`config.mk`:
```
export PLATFORM = sky130hd
export DESIGN_NAME = down_counter_timer
export DESIGN_NICKNAME = d
export VERILOG_FILES = /design/src/rtl/down_counter_timer_pkg.sv /design/src/rtl/down_counter_timer.sv
export SDC_FILE = /design/constraint.sdc
export NUM_CORES = 1
export LEC_CHECK = 0
export ABC_AREA = 1
export CAP_MARGIN = 5
export CORE_MARGIN = 5
export CORE_UTILIZATION = 30
export CTS_CLUSTER_DIAMETER = 30
export DETAILED_ROUTE_END_ITERATION = 7
export DONT_BUFFER_PORTS = 1
export GPL_TIMING_DRIVEN = 0
export PLACE_DENSITY_LB_ADDON = 0.3
export RECOVER_POWER = 50
export REMOVE_ABC_BUFFERS = 1
export SLEW_MARGIN = 20
export SYNTH_ARGS = -nofsm -noshare
export SYNTH_HDL_FRONTEND = slang
export SYNTH_SLANG_ARGS = --single-unit
```
`constraint.sdc`:
```
create_clock -name clock -period 1.3 [get_ports clock]
set_input_delay 0.325 -clock clock [delete_from_list [all_inputs] [get_ports clock]]
set_output_delay 0.325 -clock clock [all_outputs]
set_load 0.1 [all_outputs]
```
`src/rtl/down_counter_timer_pkg.sv`:
```
// down_counter_timer_pkg: shared state encodings and mode constants for the down counter/timer
package down_counter_timer_pkg;
  localparam logic [1:0] IDLE = 2'd0;
  localparam logic [1:0] RUN = 2'd1;
  localparam logic [1:0] DONE = 2'd2;
  localparam logic MODE_ONESHOT = 1'b0;
  localparam logic MODE_RELOAD = 1'b1;
endpackage

```
`src/rtl/down_counter_timer.sv`:
```
// down_counter_timer: loadable down-counter with one-shot/auto-reload modes and terminal-count pulse
module down_counter_timer
  import down_counter_timer_pkg::*;
#(
  parameter int WIDTH = 4
) (
  input  logic             clock,
  input  logic             clear,
  input  logic             load,
  input  logic [WIDTH-1:0] load_value,
  input  logic             mode,
  input  logic             enable,
  output logic [WIDTH-1:0] Q,
  output logic             busy,
  output logic             zero,
  output logic             tc
);
  logic [1:0] state, state_nxt;
  logic [WIDTH-1:0] reload_reg, reload_nxt, q_nxt;
  logic mode_reg, mode_nxt, tc_nxt;
  logic last;
  assign last = (Q == WIDTH'(1));
  assign busy = (state == RUN);
  assign zero = (Q == '0);
  // next-state: load beats enable; terminal edge either reloads or parks in DONE
  always_comb begin
    state_nxt = (state == RUN || state == DONE) ? state : IDLE;
    q_nxt = Q;
    reload_nxt = reload_reg;
    mode_nxt = mode_reg;
    tc_nxt = 1'b0;
    if (load) begin
      q_nxt = load_value;
      reload_nxt = load_value;
      mode_nxt = mode;
      state_nxt = (load_value != '0) ? RUN : IDLE;
    end else if (state == RUN && enable && Q != '0) begin
      tc_nxt = last;
      q_nxt = !last ? Q - WIDTH'(1) : (mode_reg == MODE_RELOAD) ? reload_reg : '0;
      state_nxt = (last && mode_reg == MODE_ONESHOT) ? DONE : RUN;
    end
  end
  // registered datapath and FSM state; clear overrides everything
  always_ff @(posedge clock) begin
    if (clear) begin
      state <= IDLE;
      Q <= '0;
      reload_reg <= '0;
      mode_reg <= MODE_ONESHOT;
      tc <= 1'b0;
    end else begin
      state <= state_nxt;
      Q <= q_nxt;
      reload_reg <= reload_nxt;
      mode_reg <= mode_nxt;
      tc <= tc_nxt;
    end
  end
endmodule
```
==> results of run 1 <==
==> cells in the final DEF (no fill, tap or decap) <==
cell        instances
a211oi_1            1
nand2_2             2
dfxtp_1             5
dfxtp_4             4
nand3_4             1
nor2_1             17
inv_2               2
nand2_4             2
buf_4               3
nand4_1             1
a21oi_1             9
nand3_1             8
dfxtp_2             3
clkbuf_4            3
inv_1               7
clkinvlp_4          1
o21ai_0             2
nor2_4              1
ha_1                1
inv_4               2
buf_6               3
ha_4                2
clkinv_2            1
nor3_2              1
nand2_1            30
==> cell type report <==
cell class	instances	area (um2)	area share [%]
Multi-Input combinational cell	78	422	49.4
Sequential cell	12	259	30.4
Inverter	13	58.8	6.89
Timing Repair Buffer	6	56.3	6.60
Tap cell	28	35.0	4.11
Clock buffer	3	22.5	2.64
==> kinds of logic after synthesis <==
logic type,Yosys count,synth area share (%)
AO/OA/AOI/OAI,12,9.09
adder cells (fa/ha/maj),3,5.46
AND/OR/NAND/NOR,63,42.0
flip-flops,12,34.9
buffers and inverters,15,8.54
==> power by group <==
group          internal, mW  switching (mW)  leakage (nW)  total [mW]
Clock                 0.107           0.112        0.0138       0.219
Combinational         0.101           0.168         0.278       0.268
Sequential            0.388          0.0900         0.103       0.478
==> repair_timing <==
item                                   4_1_cts  5_1_grt
endpoints found under the hold margin        0        0
setup buffers                                3        3
resized for setup                           23        4
setup endpoints to repair                   14        9
pin swaps                                    3        5
hold buffers                                 0        0
==> routing by layer <==
| metal | routed length, um | part of all wire, % | vias up |
|---|---|---|---|
| li1 | - | - | 348 |
| met1 | 734 | 44 | 302 |
| met2 | 806 | 48 | 18 |
| met3 | 116 | 6.9 | 2 |
| met4 | 27 | 1.6 | 0 |
| met5 | 0 | 0 | - |
==> worst max-delay path: stages, from the launching register on <==
cell and delay [ns]:
dfxtp_4 0.57, inv_4 0.08, ha_4 0.18, nand2_4 0.08, clkinvlp_4 0.41
==> final timing paths <==
path              endpoint  cells past startpoint
max                   zero                      4
min                   Q[3]                      1
max reg2reg           Q[2]                     11
min reg2reg  reload_reg[3]                      2
==> results.yml, run 1 <==
worst_hold_path:
  hp-class: "in -> reg"
  worstHoldStart: "clear"
floorplanning:
  fp.dieH_um: 57.9
  initial_utilization_pct: 31.4
  core_area_mm2: 0.00219
  dieArea_mm2: 0.00335
  die_w_um: 57.9
  top_level_ports: 16
  num_rows: 17
power_and_ir_drop:
  cellPowerDensity_mw_per_mm2: 1130
  ir_worst_vdd_uv: 408
  design_power_total_mw: 0.965
  power_leakage_nw: 0.395
critical_path:
  reg2reg_from: "Q[0]"
  r2r_setup_slack_ns: -0.31
  worst_setup_path_start_kind: "register"
  cp-startpoint: "Q[0]"
  cp-end-kind: "output port"
  crit_required_ns: 0.98
  cp_max_fo: 5
  criticalPathCategory: "reg -> out"
  worst_ep_arrival_time_ns: 1.58
yosys:
  synth-edff-count: 0
  synth.cell_area_um2: 688
  postSynthAreaPerCell_um2: 6.55
  synth_top_area_share_pct: 34.9
  ys_types: 18
  syn_inst: 105
  post-synth-top-count-cell: "nand2_1"
  async_reset_ff_share_pct: 0
  seq_area_frac_synth_pct: 34.9
  synth_common_cells: "nand2_1 (31), nor2_1 (17), dfxtp_1 (12), inv_1 (12), a21oi_1 (9)"
  ys_ff_latch: 12
  ys.flop_type: "dfxtp_1"
  yosys_warnings: 0
  synth_area_leaders: "dfxtp_1 (35%), nand2_1 (17%), nor2_1 (9.3%)"
  yosysTopAreaCell: "dfxtp_1"
route:
  wire_per_inst_um: 12.0
  ant_nets: 0
  first_iter_violations: 22
  drtPass1Iterations: 4
  finalWirelength_um: 1690
  dr_total_vias: 670
  via_per_inst: 4.79
  drc_errors: 0
clock_tree:
  clkTransAtPathRegs_ns: 0.07
  worstSkewPairLatency_ns: 0.26
  cts_buffer_depth: 2
  cts_inserted_buffers: 3
  clock-root-buffer: "clkbuf_4"
  clock_sinks: 12
  cts.htree.levels: 1
  cts_tree: "done"
placed_design:
  placed_cell_area_um2: 714
  gp_congestion: 0.728
  post-place-ws_ns: -1.10
  portBuffers: 0
  hpwl_um: 1210
  dp.cells: 131
timing:
  setup_viol: 9
  whs_ns: 0.110
  finalMaxSlewViolations: 0
  hold_viol: 0
  clock-skew-final_ns: 0.00341
  layout_setup_ws_ns: -0.605
  relSlewSlack_pct: 66.6
  min_period_ns: 1.91
  max_slew.worst_pin.slew_ns: 0.503
  fin_setup_tns_ns: -2.33
  timing.final.crit_share_pct: 147
  rsz0062_at_grt: "yes"
  max_clock_freq_mhz: 525
global_routing:
  grt_pass1_vias: 622
  gr-max-usage-layer: "met2"
  grt_use_met3_pct: 4.01
  grt.overflow.total: 0
  grt_pass1_wl_um: 2840
  met2_usage_pct: 17.6
  grt_antenna_before_repair: 0
  grt_util_all_layers_pct: 11.1
  grt_max_degree: 12
  grt_util_met1_pct: 12.9
layout:
  fin_area_um2: 853
  final_layout_size_suffix_gt1_share_pct: 27.7
  nNetsFinal: 126
  final_core_util_pct: 38.9
  syn_to_final_growth_pct: 24.0
  stdcell_count: 140
  diodes: 0
  fill_cells: 233
outcome:
  status: "complete, but fails checks"
  violations: "negative setup slack"
job:
  drv_cap: 0
No activity file was read; power rests on OpenSTA's default activity.
==> inputs of run 2 (changes only) <==
- CORE_UTILIZATION: 30 -> 40
- HOLD_SLACK_MARGIN: unset -> 0.12
- SKIP_LAST_GASP: unset -> 1
==> run 2 against run 1 <==
Effect of this change: the run still ends with negative setup slack left; cell count shrank 7.9%; clock skew is essentially flat; global-route usage grew 2.8 points; sequential share of layout area grew 0.54 points; first-iteration DRC count grew 27%; die area shrank 21%; register-to-register slack gained 0.09 ns; clock power grew 40%.
==> results.yml, run 2 (same netlist as run 1, synthesis figures left out) <==
critical_path:
  worst_setup_path_start_kind: "register"
  cp-end-kind: "output port"
  worstPathBufferInverterCount: 2
  reg2reg_from: "Q[0]"
  worst_ep_arrival_time_ns: 1.60
  criticalPathCategory: "reg -> out"
  cp-startpoint: "Q[0]"
  crit_required_ns: 0.98
  crit_slowest_cell: "dfxtp_4"
  cp_max_fo: 5
  slowest_delay_ns: 0.58
  path_cells: "inv_4 > ha_4 > nand2_4 > clkinvlp_4"
  cp_top_family: "flip-flops"
global_routing:
  grt_pass1_vias: 607
  grt_util_met1_pct: 16.0
  grt_use_met3_pct: 2.92
  met2_usage_pct: 22.9
  grt_util_all_layers_pct: 13.9
  grt_pass1_wl_um: 2710
  grt.overflow.total: 0
  grt_antenna_before_repair: 0
  gr-max-usage-layer: "met2"
  grt_max_degree: 10
worst_hold_path:
  worstHoldStart: "mode"
  hp-class: "in -> reg"
power_and_ir_drop:
  ir_worst_vdd_uv: 614
  power_leakage_nw: 0.391
  cellPowerDensity_mw_per_mm2: 1240
  seqPwrFrac_pct: 45.8
  switching_share_pct: 38.0
  power_frac_comb_pct: 24.7
  pwr-share-clk_pct: 29.5
  internal_power_mw: 0.645
  switchingPower_mw: 0.395
route:
  finalWirelength_um: 1620
  drc_errors: 0
  dr_total_vias: 665
  drtPass1Iterations: 4
  first_iter_violations: 28
  wire_per_inst_um: 12.6
  via_per_inst: 5.16
  ant_nets: 0
placed_design:
  placed_cell_area_um2: 701
  hpwl_um: 1130
  post-place-ws_ns: -1.07
  portBuffers: 0
  gp_congestion: 0.822
timing:
  clock-skew-final_ns: 0.00374
  fin_setup_tns_ns: -1.88
  rsz0062_at_grt: "yes"
  relSlewSlack_pct: 66.4
  timing.final.crit_share_pct: 148
  min_period_ns: 1.92
  hold_viol: 0
  setup_viol: 9
  layout_setup_ws_ns: -0.624
  max_clock_freq_mhz: 520
  max_slew.worst_pin.slew_ns: 0.506
  finalMaxSlewViolations: 0
floorplanning:
  fp.dieH_um: 51.5
  die_w_um: 51.5
  dieArea_mm2: 0.00265
  num_rows: 15
  top_level_ports: 16
  core_area_mm2: 0.00169
  initial_utilization_pct: 40.7
clock_tree:
  cts_tree: "done"
  clkTransAtPathRegs_ns: 0.08
  cts.htree.levels: 1
  worstSkewPairLatency_ns: 0.28
  clock-root-buffer: "clkbuf_4"
  cts_buffer_depth: 2
  cts_inserted_buffers: 3
  clock_sinks: 12
layout:
  layout_commonest_cell: "nand2_1"
  nNetsFinal: 125
  fin_area_um2: 838
  diodes: 0
  final_layout_size_suffix_gt1_share_pct: 27.7
  final_core_util_pct: 49.6
  mostFrequentLayoutCells: "nand2_1 (31), nor2_1 (17), nand3_1 (8), a21oi_1 (8), inv_1 (6)"
  syn_to_final_growth_pct: 21.8
outcome:
  violations: "negative setup slack"
  status: "complete, but fails checks"
job:
  drv_cap: 0
## run 2: cell types whose count changed in the layout (fill, tap and decap cells not counted), sizes merged
cell,previous run,this run
dlygate4sd3,0,1
buf,6,4
clkbuf,3,4
## run 2: worst register-to-register path: cells and delay by family (launching register included)
family | cells | cell delay, ns
fa+ha+maj | 1 | 0.34
simple gates | 5 | 0.48
flops | 1 | 0.58
## run 2: what timing repair did
action                                  4_1_cts  5_1_grt
endpoints found under the hold margin         9        0
resized for setup                            23        2
pin swaps                                     1        4
endpoints found under the setup margin       14        9
buffers inserted                              2        3
hold buffers                                  1        0
## run 2: final timing paths
check | end | slack (ns) | depth (start not counted)
max | zero | -0.62 | 4
min | mode_reg | 0.18 | 2
max reg2reg | state[0] | -0.22 | 6
min reg2reg | reload_reg[3] | 0.46 | 2
## run 2: routing by layer
metal / part of all wire [%] / wire length, um
met1: 43 / 701
met2: 47 / 766
met3: 6.6 / 107
met4: 2.8 / 45
met5: 0 / 0
## run 2: final cells by class
type                    instances  area [um2]
well taps                      17        21.3
flip-flops and latches         12         259
fillers                       172         851
inverters                      13        58.8
multi-input cells              78         423
repair buffers                  5        40.0
clock buffers                   4        36.3
## run 2: stage by stage
stage / hold WS [ns] / instances / power [mW]
floorplan: 0.394 / 103 / 0.663
global placement: 0.396 / 120 / 0.688
detailed placement: 0.399 / 120 / 0.691
CTS: 0.172 / 127 / 1.04
global route: 0.203 / 129 / 1.10
finish: 0.182 / 129 / 1.04
## run 2: power by group through the flow
stage	registers (mW)	logic (mW)	clock network [mW]
floorplan	0.475	0.187	0
global placement	0.482	0.207	0
detailed placement	0.482	0.209	0
CTS	0.477	0.245	0.319
global route	0.481	0.280	0.340
finish	0.477	0.257	0.307
